**src/rtl/k12a.inc.sv**
```systemverilog
// Shared K12A sequencer definitions: state encoding (including STATE_IRQ) and MEM_WAIT limits.
`ifndef K12A_INC_SV
`define K12A_INC_SV

package k12a_sequencer_pkg;

    typedef logic [2:0] state_t;

    localparam state_t STATE_FETCH1 = 3'd0;
    localparam state_t STATE_FETCH2 = 3'd1;
    localparam state_t STATE_FETCH3 = 3'd2;
    localparam state_t STATE_EXEC   = 3'd3;
    localparam state_t STATE_HALT   = 3'd4;
    localparam state_t STATE_IRQ    = 3'd5;

    localparam int MEM_WAIT_MIN = 1;
    localparam int MEM_WAIT_MAX = 15;

    function automatic logic mem_wait_legal(input int mem_wait);
        return (mem_wait >= MEM_WAIT_MIN) && (mem_wait <= MEM_WAIT_MAX);
    endfunction

endpackage

`endif

```
**src/rtl/k12a_wait_counter.sv**
```systemverilog
// Memory wait-state counter: holds the current state for MEM_WAIT extra cycles per access.
module k12a_wait_counter #(
    parameter int MEM_WAIT = 2,
    parameter int WAIT_W   = 4
) (
    input  logic              clock,
    input  logic              reset,
    input  logic              mem_req,
    output logic              commit,
    output logic              busy_wait,
    output logic [WAIT_W-1:0] wait_cnt
);

    localparam logic [WAIT_W-1:0] WAIT_LAST = WAIT_W'(MEM_WAIT);

    // Dropping mem_req mid-access commits at once; the counter clears with it.
    assign commit    = !mem_req || (wait_cnt == WAIT_LAST);
    assign busy_wait = mem_req && !commit;

    always_ff @(posedge clock or posedge reset) begin
        if (reset) begin
            wait_cnt <= '0;
        end else if (commit) begin
            wait_cnt <= '0;
        end else begin
            wait_cnt <= wait_cnt + WAIT_W'(1);
        end
    end

endmodule

```
**src/rtl/k12a_sequencer.sv**
```systemverilog
// K12A state sequencer: registered state with memory wait states and optional interrupt entry.
// Interrupt support is compiled in with macro K12A_IRQ_EN.
module k12a_sequencer
    import k12a_sequencer_pkg::*;
#(
    parameter int MEM_WAIT = 2,
    parameter int WAIT_W   = 4
) (
    input  logic   clock,
    input  logic   reset,
    input  state_t state_req,
    input  logic   mem_req,
    input  logic   mem_write_req,
    input  logic   irq,
    output state_t state,
    output logic   commit,
    output logic   async_write,
    output logic   irq_ack,
    output logic   busy_wait
);

    logic [WAIT_W-1:0] wait_cnt;
    logic              mem_req_eff;
    state_t            state_req_safe;
    state_t            state_next;

    // STATE_IRQ is only reachable through a pending interrupt, never by direct request.
    assign state_req_safe = (state_req == STATE_IRQ) ? STATE_FETCH1 : state_req;

`ifdef K12A_IRQ_EN
    logic irq_pending;
    logic irq_seen;

    assign irq_seen    = irq_pending || irq;
    assign mem_req_eff = mem_req && (state != STATE_IRQ);
    assign irq_ack     = (state == STATE_IRQ);

    always_comb begin
        state_next = state_req_safe;
        if (state == STATE_IRQ) begin
            state_next = STATE_FETCH1;
        end else if (irq_seen && ((state == STATE_HALT) || (state_req_safe == STATE_FETCH1))) begin
            state_next = STATE_IRQ;
        end
    end

    always_ff @(posedge clock or posedge reset) begin
        if (reset) begin
            irq_pending <= 1'b0;
        end else if (state == STATE_IRQ) begin
            irq_pending <= 1'b0;
        end else if (irq) begin
            irq_pending <= 1'b1;
        end
    end
`else
    logic unused_irq;

    assign unused_irq  = irq;
    assign mem_req_eff = mem_req;
    assign irq_ack     = 1'b0;
    assign state_next  = state_req_safe;
`endif

    k12a_wait_counter #(
        .MEM_WAIT(MEM_WAIT),
        .WAIT_W  (WAIT_W)
    ) u_wait (
        .clock    (clock),
        .reset    (reset),
        .mem_req  (mem_req_eff),
        .commit   (commit),
        .busy_wait(busy_wait),
        .wait_cnt (wait_cnt)
    );

    // The first access cycle is address setup, so the strobe starts one cycle late.
    assign async_write = mem_req_eff && mem_write_req && (wait_cnt != '0);

    always_ff @(posedge clock or posedge reset) begin
        if (reset) begin
            state <= STATE_FETCH1;
        end else if (commit) begin
            state <= state_next;
        end
    end

endmodule
```
**config.mk**
```make
export PLATFORM = sky130hd
export DESIGN_NAME = k12a_sequencer
export DESIGN_NICKNAME = d
export VERILOG_FILES = /design/src/rtl/k12a.inc.sv /design/src/rtl/k12a_wait_counter.sv /design/src/rtl/k12a_sequencer.sv
export SDC_FILE = /design/constraint.sdc
export NUM_CORES = 1
export LEC_CHECK = 0
export ABC_AREA = 1
export CORE_MARGIN = 2
export CORE_UTILIZATION = 25
export DETAILED_ROUTE_END_ITERATION = 8
export DONT_BUFFER_PORTS = 1
export PLACE_DENSITY = 0.47
export SYNTH_ARGS = -nofsm -noshare
export SYNTH_HDL_FRONTEND = slang
export SYNTH_SLANG_ARGS = --single-unit
```
**constraint.sdc**
```tcl
create_clock -name clock -period 2.5 [get_ports clock]
set_input_delay 0 -clock clock [delete_from_list [all_inputs] [get_ports clock]]
set_output_delay 0 -clock clock [all_outputs]
set_load 0.01 [all_outputs]
```
==> metrics.md <==
| Metric | Value |
|---|---|
| Reg2reg end | state[1] |
| Hold Path Class | in -> reg |
| Critical path depth | 8 |
| Io pins | 15 |
| RSZ-0062 raised after global routing | no |
| Die Area | 1840 um2 |
| Critical Path RT | 2.62 ns |
| Switching Share | 29.7% |
| Critical Path Max Stage Delay | 0.55 ns |
| Fin crit share | 90.2% |
| Post-synth net total | 55 |
| Via Count | 294 |
| FF/Latch Area | between 150 and 200 um2 |
| FF-to-FF path depth | 8 |
| Hold Startpoint | state_req[2] |
| Core Area | 1450 um2 |
| Pre-antenna DRT Iters | 4 |
| Die Ht | 42.9 um |
| Post-DP HPWL | just under 500 um |
| Reg power frac | 47.1% |
| CTS tree | yes |
| Synth Warn # | 0 |
| Initial Utilization | 26.0% |
| Dpl ws | 1.35 ns |
| Most frequent cells in the layout | nand2_1 (9), inv_1 (7), dlygate4sd3_1 (7), dfrtp_1 (7) |
| Total of max-cap violations | 0 |
| Final WS setup | 0.245 ns |
| Clk_skew | 0.00125 ns |
| Fill count | roughly 160 |
| CTS hold repair buffers | 7 |
| Number of global-route vias before repair | 287 |
| Largest net degree at the start of global routing | 10 |
| Sw power | 94.6 uW |
| Final worst path period need | 2.26 ns |
| Seq/Total Area, Yosys | roughly 46% |
| Antenna violations before repair | 0 |
| Syn avg cell area | 8.59 um2 |
| Antenna diodes | 0 |
| # Post-CTS Setup Buffers | 0 |
| Total CTS buffers | 3 |
| Status | complete, no violations |
| Iteration-0 DRC Markers | 1 |
| Grt total ovfl | 0 |
| Area of the multi-input gates | 169 um2 |
| Cells resized by post-CTS repair | 0 |
| Crit start category | register |
| Endpoint, Worst Hold | state[2] |
| Post-Syn Instances | 44 |
| First-pass GRT wire length | 1140 um |
| Reg clk slew, reported paths | 0.05 ns |
| Placer Congestion | between 0.6 and 0.7 |
| Crit Path Max Fanout | 9 |
| Die Wd | 42.9 um |
| Clock Path Buffers | 2 |
| Worst setup path category | reg -> reg |
| Total GRT Usage | 8.56% |
| Hold Fails Final Rpt | 0 |
| Fin Setup TNS | 0 ns |
| Rows | 14 |
| WP buf/inv | 3 |
| Antenna viol nets, final | 0 |
| Data arrival, critical path | ~2.4 ns |
| Max-slew violations | 0 |
| Root Buffer | clkbuf_4 |
| Commonest non-fill, non-tap cell in the layout | nand2_1 |
| Int Power | around 220 uW |
| Number of port buffers | 0 |
| Setup Viol. Count Final | 0 |
| Fmax | 443 MHz |
| Yosys reg bits | 7 |
| DRC errors left | 0 |
| Post-synthesis cell area | 378 um2 |
| Reg2reg start | u_wait.wait_cnt[0] |
| Critical path endpoint category | register |
| Unique cell type count in the Yosys netlist | 15 |
| Hold path cells | 3 |
| Clock power share | between 30% and 40% |
| VDD IR max | around 170 uV |
| Critical path's slowest cell | dlygate4sd3_1 |
| Clock sinks | 7 |
| Critical path's top delay family | buffers and inverters |
| H-Tree Level Count | 1 |
| Clock latency on the worst-skew pair | approximately 0.24 ns |
| Combinational Power Share | about 23% |
| Proportion of layout cells with a drive suffix above 1 | roughly 11% |
| Vias per inst | 4.20 |
| Pwr Density | 655 nW/um2 |
| Leak Pwr | 0.248 nW |
| WL final | between 600 and 700 um |
| Reg-to-reg setup timing slack | 0.24 ns |
| Final Net Count | 66 |
| Critical path cell sequence | inv_1 -> ha_1 -> nand2_2 -> nand2_4 -> nand2_1 -> dlygate4sd3_1 -> nand2_1 -> dlygate4sd3_1 |
| Syn-to-layout area delta | 28.8% |
| Mean routed wirelength per cell | around 9 um |
[kinds of logic (layout without fill, tap and decap cells)]
kind of cell / Yosys count / in the layout / synth area share, %
other cells: 1 / 1 / 0.992
compound gates: 3 / 3 / 5.30
buf+inv: 8 / 18 / 8.94
flops: 7 / 7 / 46.4
fa+ha+maj: 3 / 3 / 9.93
xor+xnor: 1 / 1 / 2.32
simple gates: 21 / 21 / 26.2
[state kept, by name, summed over array words and instances, names as in the netlist]
register and cells:
u_wait.wait_cnt 4, state 3
[power groups by stage]
stage               sequential [mW]  combinational (mW)  clock (mW)
floorplan                     0.148              0.0507           0
global placement              0.152              0.0578           0
detailed placement            0.152              0.0580           0
CTS                           0.151              0.0740       0.100
global route                  0.153              0.0836       0.107
finish                        0.150              0.0730      0.0957
[how the worst max path moves through the flow]
| stage | from | to | slack (ns) |
|---|---|---|---|
| finish | u_wait.wait_cnt[0] | state[1] | 0.24 |
| CTS | u_wait.wait_cnt[0] | state[1] | 0.26 |
| floorplan | u_wait.wait_cnt[0] | state[2] | 1.45 |
| global route | u_wait.wait_cnt[0] | state[1] | 0.12 |
| global placement | u_wait.wait_cnt[0] | state[1] | 1.36 |
| detailed placement | u_wait.wait_cnt[0] | state[2] | 1.35 |
[cells in the mapped netlist, drive strengths merged]
master	n	share of area, %
inv	7	7.0
nand4	1	1.7
nand2	11	14
a21oi	1	1.3
ha	3	9.9
buf	1	2.0
nor2	5	5.6
conb	1	0.99
a21boi	2	4.0
dfrtp	7	46
xnor2	1	2.3
nand3	4	5.3
[layout make-up]
class / instances / share of cell area, %
Tap cell: 16 / 4.11
Timing Repair Buffer: 7 / 14.4
Clock buffer: 4 / 5.40
Inverter: 7 / 5.40
Multi-Input combinational cell: 29 / 34.7
Sequential cell: 7 / 36.0
[layer usage]
| metal | global-route usage, % | part of all wire, % | vias to the layer above |
|---|---|---|---|
| met5 | 0 | 0 | - |
| met4 | 9.38 | 2.9 | 0 |
| met3 | 1.70 | 7.1 | 2 |
| met2 | 12.4 | 48 | 9 |
| met1 | 9.79 | 41 | 130 |
| li1 | - | - | 153 |
[worst register-to-register path: stages, from the launching register on]
cell,delay [ns]
dfrtp_1,0.40
inv_1,0.08
ha_1,0.21
nand2_2,0.12
nand2_4,0.11
nand2_1,0.08
dlygate4sd3_1,0.55
nand2_1,0.04
dlygate4sd3_1,0.55
[metrics by stage]
step | instances | instance area, um2 | hold slack [ns] | power, mW | util, %
2_1_floorplan | 44 | 378 | -0.197 | 0.199 | -
3_3_place_gp | 59 | 390 | -0.153 | 0.210 | 26.9
3_5_place_dp | 59 | 390 | -0.162 | 0.210 | 26.9
4_1_cts | 70 | 487 | 0.00644 | 0.325 | 33.5
5_1_grt | 70 | 487 | 0.00982 | 0.344 | 33.5
6_report | 70 | 487 | 0.00834 | 0.319 | 33.5
Power figures use the tool's default switching activity.
